--- config.mk ---
export PLATFORM = sky130hd
export DESIGN_NAME = instruction_fetch
export DESIGN_NICKNAME = d
export VERILOG_FILES = /design/src/rtl/instruction_fetch.sv
export SDC_FILE = /design/constraint.sdc
export NUM_CORES = 1
export LEC_CHECK = 0
export ABC_AREA = 1
export CORE_MARGIN = 2
export CORE_UTILIZATION = 45
export DETAILED_ROUTE_END_ITERATION = 12
export GPL_TIMING_DRIVEN = 1
export MAX_ROUTING_LAYER = met4
export PLACE_DENSITY = 0.79
export SKIP_LAST_GASP = 1
export SYNTH_ARGS = -nofsm -noshare
export SYNTH_HDL_FRONTEND = slang
export SYNTH_SLANG_ARGS = --single-unit
--- constraint.sdc ---
create_clock -name clk -period 2 [get_ports clk]
set_input_delay 0.4 -clock clk [delete_from_list [all_inputs] [get_ports clk]]
set_output_delay 0.4 -clock clk [all_outputs]
set_load 0.02 [all_outputs]
--- src/rtl/instruction_fetch.sv ---
// MIPS fetch stage: owns the PC, reads instruction memory over a req/ack
// handshake and drives the IF/ID register, inserting NOP bubbles on stall/redirect.
`timescale 1ns/1ps
module instruction_fetch #(
    parameter int unsigned          PC_WIDTH = 32,
    parameter logic [PC_WIDTH-1:0]  RESET_PC = '0
) (
    input  logic                clk,
    input  logic                reset,
    input  logic                Stall,
    input  logic                Branch,
    input  logic [PC_WIDTH-1:0] BranchTarget,
    output logic                ImemReq,
    output logic [PC_WIDTH-1:0] ImemAddr,
    input  logic                ImemAck,
    input  logic [31:0]         ImemData,
    output logic [31:0]         Instr,
    output logic [PC_WIDTH-1:0] PCPlus4,
    output logic                Valid,
    output logic [5:0]          Op,
    output logic [5:0]          Funct
);

    localparam int unsigned IW = 32;

    typedef enum logic [1:0] {
        IDLE  = 2'd0,
        FETCH = 2'd1,
        HOLD  = 2'd2,
        DRAIN = 2'd3
    } state_t;

    state_t              state_q, state_d;
    logic [PC_WIDTH-1:0] pc_q, pc_d;
    logic [PC_WIDTH-1:0] pend_q, pend_d;
    logic [IW-1:0]       hold_q, hold_d;
    logic [IW-1:0]       instr_q, instr_d;
    logic [PC_WIDTH-1:0] pcp4_q, pcp4_d;
    logic                valid_q, valid_d;
    logic                req_q, req_d;

    logic [PC_WIDTH-1:0] tgt;
    logic [PC_WIDTH-1:0] pc_inc;
    logic                ack;
    logic                tgt_lo_unused;

    assign tgt           = {BranchTarget[PC_WIDTH-1:2], 2'b00};
    assign tgt_lo_unused = ^BranchTarget[1:0];
    assign pc_inc        = pc_q + PC_WIDTH'(4);
    // Acks are only honoured while a request is actually outstanding
    assign ack           = ImemAck & req_q;

    // Next-state and IF/ID update
    always_comb begin
        state_d = state_q;
        pc_d    = pc_q;
        pend_d  = pend_q;
        hold_d  = hold_q;
        instr_d = instr_q;
        pcp4_d  = pcp4_q;
        valid_d = valid_q;

        case (state_q)
            IDLE: begin
                state_d = FETCH;
            end
            FETCH: begin
                if (Branch) begin
                    instr_d = '0;
                    valid_d = 1'b0;
                    if (ack) begin
                        pc_d = tgt;
                    end else begin
                        // Keep the old PC on the bus until the in-flight read retires
                        pend_d  = tgt;
                        state_d = DRAIN;
                    end
                end else if (ack && !Stall) begin
                    instr_d = ImemData;
                    pcp4_d  = pc_inc;
                    valid_d = 1'b1;
                    pc_d    = pc_inc;
                end else if (ack && Stall) begin
                    hold_d  = ImemData;
                    pc_d    = pc_inc;
                    state_d = HOLD;
                end else if (!Stall) begin
                    instr_d = '0;
                    valid_d = 1'b0;
                end
            end
            HOLD: begin
                if (Branch) begin
                    pc_d    = tgt;
                    instr_d = '0;
                    valid_d = 1'b0;
                    state_d = FETCH;
                end else if (!Stall) begin
                    instr_d = hold_q;
                    pcp4_d  = pc_q;
                    valid_d = 1'b1;
                    state_d = FETCH;
                end
            end
            DRAIN: begin
                instr_d = '0;
                valid_d = 1'b0;
                if (Branch) begin
                    pend_d = tgt;
                end
                if (ack) begin
                    pc_d    = Branch ? tgt : pend_q;
                    state_d = FETCH;
                end
            end
            default: begin
                state_d = IDLE;
            end
        endcase

        req_d = (state_d == FETCH) || (state_d == DRAIN);
    end

    // State and pipeline registers
    always_ff @(posedge clk) begin
        if (reset) begin
            state_q <= IDLE;
            pc_q    <= RESET_PC;
            pend_q  <= '0;
            hold_q  <= '0;
            instr_q <= '0;
            pcp4_q  <= '0;
            valid_q <= 1'b0;
            req_q   <= 1'b0;
        end else begin
            state_q <= state_d;
            pc_q    <= pc_d;
            pend_q  <= pend_d;
            hold_q  <= hold_d;
            instr_q <= instr_d;
            pcp4_q  <= pcp4_d;
            valid_q <= valid_d;
            req_q   <= req_d;
        end
    end

    assign ImemReq  = req_q;
    assign ImemAddr = pc_q;
    assign Instr    = instr_q;
    assign PCPlus4  = pcp4_q;
    assign Valid    = valid_q;
    assign Op       = instr_q[31:26];
    assign Funct    = instr_q[5:0];

endmodule

Yosys cells after proc, flatten, opt, wreduce, memory -nomap -nowiden --
Cells that the tools add are included.
Operators by class: add/subtract/negate cells 1, equality and inequality tests 18, muxes and demuxes 38, bitwise operators 3, reduce and logical (&&, ||, !) cells 13
Operators with widths (number):
- 32-bit two-way mux | 19
- 32-bit one-hot mux with 3 select lines | 2
- 32-bit one-hot mux with 2 select lines | 2
- 32-bit by 3-bit adder with 32-bit output (second input constant) | 1
- 2-bit != test (second input constant) | 8
- 2-bit two-way mux | 7
- 4-bit != test (second input constant) | 3
- 5-bit AND reduction | 2
- 2-bit one-hot mux with 4 select lines | 1
- 4-bit AND reduction | 2
- 2-bit == test (second input constant) | 3
- 1-bit two-way mux | 6
- 3-bit != test (second input constant) | 2
- 2-bit by 1-bit == test with 1-bit output (second input constant) | 2
- 2-bit nonzero test | 2
- 1-bit one-hot mux with 3 select lines | 1
- 3-bit AND reduction | 1
- 3-bit nonzero test | 1
- 1-bit logical AND | 2
- 2-bit logical NOT | 1
- 1-bit inverter | 2
- 1-bit bitwise AND | 1
- 1-bit logical NOT | 1
- 1-bit logical OR | 1
Word-level totals: register bits 164, input bits 69, output and inout bits 110, logic and storage cells 81

Depth between registers and ports, before layout --
depth after elaboration 8, gate-level depth with buffers 12, gate-level depth less buffers 12

Least setup slack after synthesis --
Ideal clock, no wire load.
path type register to register, from register pc_q[2] (netlist: ImemAddr[2]), to register pc_q[18] (netlist: ImemAddr[18]), library setup time 70 ps, arrival time 1786 ps, data required time 1930 ps, path slack 144 ps, stages on the path, launching flop included 11, buffers on the path 0, clock period less this slack 1856 ps, cells stage by stage dfxtp_1 > ha_1 > nand2_1 > nor2_1 > nand2_1 > nor2_1 > xor2_1 > nand2_1 > nand2_1 > nand2_1 > a21oi_1
Between the ends: word-level cells in the longest chain between the ends 5
RTL lines:
- start, declared | RTL line 34 | logic [PC_WIDTH-1:0] pc_q, pc_d;
- start signal, assigned | RTL line 137 | pc_q <= pc_d;
- 32-bit by 3-bit adder with 32-bit output * | RTL line 49 | assign pc_inc = pc_q + PC_WIDTH'(4);
- 32-bit two-way mux | RTL line 83 | end else if (ack && Stall) begin
- 32-bit two-way mux * | RTL line 78 | end else if (ack && !Stall) begin
- 32-bit two-way mux * | RTL line 68 | if (Branch) begin
- 32-bit one-hot mux with 3 select lines * | RTL line 63 | case (state_q)
Every way passes the cells marked *; elsewhere a longest branch is shown, timed or not. The select of a mux whose other input is x is not followed. A chain may end at the register's enable or synchronous reset.

Worst setup path after layout --
from register pc_q[25] (netlist: ImemAddr[25]), to output port ImemAddr[25]
RTL lines:
- end, declared | RTL line 14 | output logic [PC_WIDTH-1:0] ImemAddr,
No word-level cell between the ends.

==> impl_metrics.yaml <==
power:
  sw_frac_of_total_pct: 28.3
  max-vdd-ir-drop_v: 0.000595
  combPwrFrac_pct: 17.4
  leakage_nw: 4.46
  power_w: 0.00847
  p_int_w: 0.00607
  p_seq_share_pct: 42.6
  p_switching_w: 0.00240
  power.density_nw_per_um2: 783
  clockPowerShare_pct: 40.0
cts:
  cts_tree: "built"
  insertion_delay_ns: 0.43
  clock_path_buffers: 2
  h-tree-depth: 4
  post_cts_buffers: 0
  cts_buffers: 17
  clockRootBuffer: "clkbuf_16"
  clk_pin_slew_worst_paths_ns: 0.06
  cts.sink_count: 164
timing:
  period_share_pct: 99.0
  rsz0062_at_grt: "yes"
  worstMarginPinSlew_ns: 0.580
  period_minus_slack_ns: 1.98
  clock.fmax_ghz: 0.505
  setup_violations: 0
  drv_slew: 0
  whs_ns: 0.449
  slew_headroom_pct: 61.3
  hold_violations: 0
  fin_worst_skew_ns: 0.00835
global_routing:
  grt_max_degree: 88
  antenna_found_initial: 3
  overflow: 0
  track_usage_pct: 27.8
  grt_pass1_vias: 8241
  grt_pass1_wl_um: 40800
synthesis:
  ys_seq_elements: 164
  mappedNetlistNets: 1258
  ys.warnings.count: 0
  ys_seq_area_share_pct: 40.7
  syn_area_per_cell_um2: 6.80
  syn-cell-area_um2: 8080
  ys_types: 31
  synth_cells: 1188
drt:
  routedWlPerCell_um: 16.2
  drc: 0
  dr.pass1.iters: 6
  finalWirelength_um: 25500
  num_vias: 8797
  drt_iter0_drc: 725
  viasPerCell: 5.58
  postRouteAntennaNets: 0
worst_hold_path:
  worstHoldEndpoint: "pend_q[28]$_SDFFE_PP0P_"
  worstHoldStart: "pend_q[28]$_SDFFE_PP0P_"
  min_path_type: "reg -> reg"
  whs_path_depth: 2
floorplanning:
  core_um2: 17400
  floorplan.initialDensity_pct: 46.4
  core.rowCount: 48
  die_w_um: 138
  dieArea_um2: 19000
  io_pins: 179
  die_y_um: 138
critical_path:
  critPathBufInv: 1
  worst_setup_path_start_kind: "register"
  worstPathArrival_ns: 1.58
  cpLargestDelayFamily: "buffers and inverters"
  r2r_end: "ImemAddr[13]$_SDFFE_PP0P_"
  worstRegToRegCells: 10
  crit_type: "reg -> out"
  critPathSlowestCell: "clkdlybuf4s50_1"
  critPathRequiredTime_ns: 1.60
  r2r_start: "ImemAddr[2]$_SDFFE_PP0P_"
  r2r_setup_slack_ns: 0.07
  crit_path_end_kind: "output port"
  slowest_delay_ns: 0.66
  crit_chain: "clkdlybuf4s50_1"
  cp.depth: 1
  crit_fanout: 7
placed_design:
  hpwl_um: 16500
  gp_congestion: 0.926
  io_buffer_count: 176
job:
  maxCapViolations: 0
cells_and_area:
  final_common_cell: "nand2_1"
  nNetsFinal: 1406
  drive_above_1_share_pct: 8.01
  final_cell_mix: "nand2_1 (243), a21oi_1 (201), o21ai_0 (163), clkdlybuf4s50_1 (163), dfxtp_1 (162)"
  synthToLayoutAreaGrowth_pct: 33.8
run_status:
  status: "completed"
[per-layer routing]
layer / vias to the layer above / wire [µm] / global-route usage, % / share of wire [%]
met3: 52 / 2420 / 6.87 / 9.5
li1: 4298 / - / - / -
met2: 423 / 11500 / 42.9 / 45
met5: - / 0 / - / 0
met1: 4024 / 10900 / 35.2 / 43
met4: 0 / 636 / 10.9 / 2.5
[Yosys cell counts]
library cell	instances	area, µm²
nor2_2	2	12.5
nand2_1	244	916
xor2_1	15	131
a21oi_4	1	16.3
and2_1	3	18.8
xnor2_1	1	8.76
buf_2	11	55.1
nand2_4	1	11.3
nand3b_1	4	30.0
nor3_1	3	15.0
a22o_1	1	8.76
nor2_1	132	495
buf_1	6	22.5
nand3_1	48	240
o21ai_0	163	816
a21oi_1	201	1010
a211oi_1	3	22.5
inv_1	50	188
nor2_4	3	33.8
nor3_2	1	10.0
ha_1	1	12.5
or2_2	4	25.0
dfxtp_1	164	3280
inv_2	6	22.5
o21a_1	2	15.0
buf_4	16	120
clkbuf_1	61	229
a221oi_1	24	210
o221ai_1	1	8.76
o21ai_1	6	30.0
a31oi_1	10	62.6
[area by class of cell]
type                       instances  area [µm²]
antenna                            3        7.51
tap                              225         282
inverter                          56         211
clock buffer                      18         429
sequential                       164        3290
multi-input combinational        874        4190
timing repair buffer             223        2230
clock inverter                    14         176
fill                            1580        6610
[worst max-delay path by stage]
stage,from,end
6_report,ImemAddr[25]$_SDFFE_PP0P_,ImemAddr[25]
5_1_grt,ImemAddr[14]$_SDFFE_PP0P_,ImemAddr[14]
4_1_cts,ImemAddr[26]$_SDFFE_PP0P_,ImemAddr[26]
3_5_place_dp,Stall,PCPlus4[25]$_SDFFE_PP0P_
3_3_place_gp,Stall,PCPlus4[16]$_SDFFE_PP0P_
2_1_floorplan,ImemAddr[2]$_SDFFE_PP0P_,ImemAddr[18]$_SDFFE_PP0P_
[power by group through the flow]
stage / Combinational (W) / Clock (W) / Sequential (W)
finish: 0.00147 / 0.00338 / 0.00361
detailed placement: 0.00145 / 0 / 0.00367
global route: 0.00161 / 0.00356 / 0.00363
global placement: 0.00144 / 0 / 0.00367
CTS: 0.00147 / 0.00342 / 0.00360
floorplan: 0.000668 / 0 / 0.00378
[per-stage QoR]
step	util [%]	cells	area [µm²]	worst slack [ns]	TNS, ns
floorplan	-	1188	8080	0.144	0
detailed placement	58.3	1542	10100	-0.121	-2.83
global route	62.0	1577	10800	-0.0219	-0.0305
finish	62.0	1577	10800	0.0204	0
CTS	61.8	1574	10800	0.0118	0
global placement	58.3	1542	10100	-0.0692	-2.00
[sequential cells by signal, summed over array words and instances (netlist names)]
| signal | flops |
|---|---|
| Valid | 1 |
| pend_q | 32 |
| ImemAddr | 32 |
| hold_q | 32 |
| Instr | 32 |
| ImemReq | 1 |
| state_q | 2 |
| PCPlus4 | 32 |
[logic make-up after synthesis]
kind of cell / count (synthesis) / share of synthesized area (%)
compound gates: 412 / 27.2
xor+xnor: 16 / 1.74
fa+ha+maj: 1 / 0.155
buf+inv: 150 / 7.89
flops: 164 / 40.7
simple gates: 445 / 22.4
[what timing repair did]
action | in CTS | in global routing
hold buffers | 0 | 0
endpoints found under the setup margin | 6 | 15
gates resized for setup | 6 | 15
[worst register-to-register path: stages, from the launching register on]
cell	delay, ns
dfxtp_1	0.34
buf_4	0.15
inv_1	0.06
nor2_1	0.21
nand2_1	0.20
nor2_1	0.25
xor2_1	0.31
nand2_1	0.09
nand2_1	0.08
nand2_1	0.05
a21oi_1	0.12
No activity file was read; power rests on OpenSTA's default activity.
==> variant 1 (config.mk and constraints unchanged) <==
`hold_q` no longer has a reset.
--- a/src/rtl/instruction_fetch.sv
+++ b/src/rtl/instruction_fetch.sv
@@ -127,7 +127,6 @@
             state_q <= IDLE;
             pc_q    <= RESET_PC;
             pend_q  <= '0;
-            hold_q  <= '0;
             instr_q <= '0;
             pcp4_q  <= '0;
             valid_q <= 1'b0;
@@ -136,12 +135,15 @@
             state_q <= state_d;
             pc_q    <= pc_d;
             pend_q  <= pend_d;
-            hold_q  <= hold_d;
             instr_q <= instr_d;
             pcp4_q  <= pcp4_d;
             valid_q <= valid_d;
             req_q   <= req_d;
         end
+    end
+
+    always_ff @(posedge clk) begin
+        hold_q <= hold_d;
     end
 
     assign ImemReq  = req_q;
Check against the original RTL: no difference found for any inputs over 4 cycles, from zero or initial values and one cycle with reset high; that may be too few to reach the edited logic, so the function may still have changed.
==> variant 1 against the original RTL <==
Area after synthesis fell by 3.1%; core utilization decreased by 0.55 points; total power down 0.75%; wire length fell by 3.3%; critical path depth is the same; sequential power increased by 3%; count of clock-buffer cells in the layout unchanged; design area shrank 2.2%; clock skew up 0.0046 ns; sequential cell count stayed put; worst setup slack gained 0.013 ns.
==> variant 1: results (changes against the original RTL) <==
post-synthesis compound-gate area fraction = 27.2% (-0.030 points)
grt met3 use = 5.78% (-1.1 points)
dpl cell area = 9960 µm² (-1.8%)
initial antenna violation count = 0 (-3)
layout cell share with drive strength beyond 1 = 10.2% (+2.2 points)
Setup Skew = 0.0130 ns (+0.00461 ns)
largest net degree at the start of global routing = 67 (-24%)
worst-path fanout max = 6 (-1)
Leak Pwr = 0.00418 µW (-6.2%)
CP Launch Point = ImemAddr[18]$_SDFFE_PP0P_
hold path start = pend_q[5]$_SDFFE_PP0P_
Sw Ratio = 29.2% (+0.90 points)
cells after synthesis = 1021 (-14%)
met2 wire length = 11800 µm (+2.4%)
adder-cell share of the synthesized area = 0.160% (+0.0049 points)
FILL cells = 1496 (-5.3%)
met1 GRT Util = 35.0% (-0.19 points)
r2r worst-path depth = 11 (+1)
Total Wirelength = 24700 µm (-3.3%)
Tightest Pin Transition = 0.540 ns (-0.0403 ns)
Layout Nets = 1249 (-11%)
status = completed
met3 wire length = 1970 µm (-18%)
XOR/XNOR Fraction of Synth Area = 1.79% (+0.055 points)
Synth cell types = 39 (+26%)
synth top area cells = dfxtp_1 (34%), edfxtp_1 (12%), nand2_1 (11%)
Post-synth EDFFs = 32 (+32)
detailed-placement wirelength estimate = 16400 µm (-0.28%)
Total GRT Usage = 27.8% (about the same)
global-route wire length before repair = 39300 µm (-3.8%)
routed vias = 7969 (-9.4%)
syn nets = 1091 (-13%)
Pre-Repair DR Iteration Count = 5 (-1)
maximum vdd ir drop = 0.672 mV (+13%)
DR iter-0 viols = 815 (+12%)
total chip power = 8400 µW (-0.75%)
Seq pwr share = 44.2% (+1.6 points)
dpl cells = 1385 (-10%)
routability cong. = 0.916 (-1.1%)
met2 Use GR = 44.0% (+1.1 points)
Synth top cells by count = nand2_1 (225), a21oi_1 (159), dfxtp_1 (132)
variant 1: timing repair:
action | CTS | global route
gates resized for setup | 12 | 14
endpoints found under the hold margin | 0 | 0
setup endpoints to repair | 12 | 24
setup buffers | 0 | 0
gates cloned | 0 | 0
variant 1: worst max path at each step:
stage / end / slack, ns / depth (start not counted)
final: ImemAddr[18] / 0.03 / 1
after global routing: ImemAddr[26]$_SDFFE_PP0P_ / -0.05 / 11
after CTS: ImemAddr[14] / 0.0009 / 2
after detailed placement: PCPlus4[13]$_SDFFE_PP0P_ / -0.21 / 8
after global placement: PCPlus4[15]$_SDFFE_PP0P_ / -0.11 / 8
after floorplan: hold_q[0]$_DFFE_PN_ / -0.15 / 4
variant 1: cell type report:
type / instances / area (µm²) / area share (%)
clock inverters: 14 / 141 / 1.34
repair buffers: 222 / 2240 / 21.2
multi-input cells: 715 / 3640 / 34.5
inverters: 59 / 224 / 2.12
well taps: 225 / 282 / 2.66
clock buffers: 18 / 429 / 4.06
flip-flops and latches: 164 / 3610 / 34.2
==> variant 2 (config.mk and constraints unchanged) <==
Without the edit above. `PC_WIDTH`: 32 -> 16.
--- a/src/rtl/instruction_fetch.sv
+++ b/src/rtl/instruction_fetch.sv
@@ -2,7 +2,7 @@
 // handshake and drives the IF/ID register, inserting NOP bubbles on stall/redirect.
 `timescale 1ns/1ps
 module instruction_fetch #(
-    parameter int unsigned          PC_WIDTH = 32,
+    parameter int unsigned          PC_WIDTH = 16,
     parameter logic [PC_WIDTH-1:0]  RESET_PC = '0
 ) (
     input  logic                clk,
Interface: changed (resized BranchTarget, ImemAddr and PCPlus4); port bits go from 179 to 131. No check against the original RTL was run, so the function may have changed too.
==> variant 2 against the original RTL <==
Synthesized cell count shrank 36%; wire length shrank 39%; critical path depth is the same; first-iteration DRC count shrank 30%; sequential share of layout area is essentially flat; critical endpoint is now ImemAddr[12]; worst setup slack gained 0.025 ns; design area shrank 29%; sequential cell count shrank 48; register-to-register slack gained 0.11 ns; highest routed layer unchanged; count of clock-buffer cells in the layout grew 4; cell count shrank 33%; area after synthesis shrank 31%; total power shrank 20%.
==> variant 2: results (changes against the original RTL) <==
DR iter-0 viols = 510 (-30%)
number of global-route vias before repair = 5244 (-36%)
CP Launch Point = ImemAddr[12]$_SDFFE_PP0P_
largest net degree at the start of global routing = 42 (-52%)
initial antenna violation count = 0 (-3)
detailed-placement wirelength estimate = 10400 µm (-37%)
worst reg2reg path endpoint = hold_q[7]$_SDFFE_PP0N_
worst hold endpoint = pend_q[0]$_SDFFE_PP0P_
vias per std cell = 5.38 (-3.6%)
routability cong. = 0.837 (-9.6%)
Synth top cells by count = nand2_1 (118), dfxtp_1 (116), o21ai_0 (97)
met1 GRT Util = 29.6% (-5.6 points)
status = completed
syn nets = 814 (-35%)
Tightest Pin Transition = 0.428 ns (-0.152 ns)
hold path start = pend_q[0]$_SDFFE_PP0P_
met2 Use GR = 38.4% (-4.5 points)
synth top area cells = dfxtp_1 (42%), o21ai_0 (8.7%), nand2_1 (8.0%)
metal1 wirelength = 6770 µm (-38%)
Avg WL per Cell = 14.8 µm (-8.3%)
global-route wire length before repair = 24900 µm (-39%)
Leak Pwr = 0.00316 µW (-29%)
CP Data Arrival Time = 1.55 ns (-0.03 ns)
layout cell share with drive strength beyond 1 = 10.5% (+2.5 points)
post-synthesis compound-gate area fraction = 27.2% (+0.033 points)
adder-cell share of the synthesized area = 0.225% (+0.070 points)
worst reg2reg path startpoint = state_q[1]$_SDFF_PP0_
r2r worst-path depth = 6 (-4)
Port Buf Inserts = 128 (-27%)
-- variant 2: cell types whose count changed in the layout (fill, tap and decap cells not counted), sizes merged, moves of 26 or more --
cell	before	now
nor2	137	85
o21ai	169	114
nand3	48	22
dfxtp	164	116
nand2	245	122
clkdlybuf4s50	163	124
a21oi	202	97
a311oi	0	29
-- variant 2: through the flow --
stage / worst slack (ns) / cells
finish: 0.0457 / 1056
global route: 0.00801 / 1056
CTS: 0.00531 / 1056
detailed placement: -0.183 / 1024
global placement: -0.126 / 1024
floorplan: 0.369 / 760
-- variant 2: cell type report --
type                       instances  area, µm²  share of cell area [%]
multi-input combinational        514       2620                    34.3
sequential                       116       2320                    30.4
timing repair buffer             164       1650                    21.6
clock buffer                      22        464                    6.07
inverter                          62        240                    3.14
tap                              168        210                    2.75
clock inverter                    10        130                    1.70
-- variant 2: report_power, final --
part,internal [µW],total (µW),switching [µW]
Clock,2010,3070,1060
Combinational,505,1120,612
Sequential,2450,2550,105
Total,4960,6740,1780
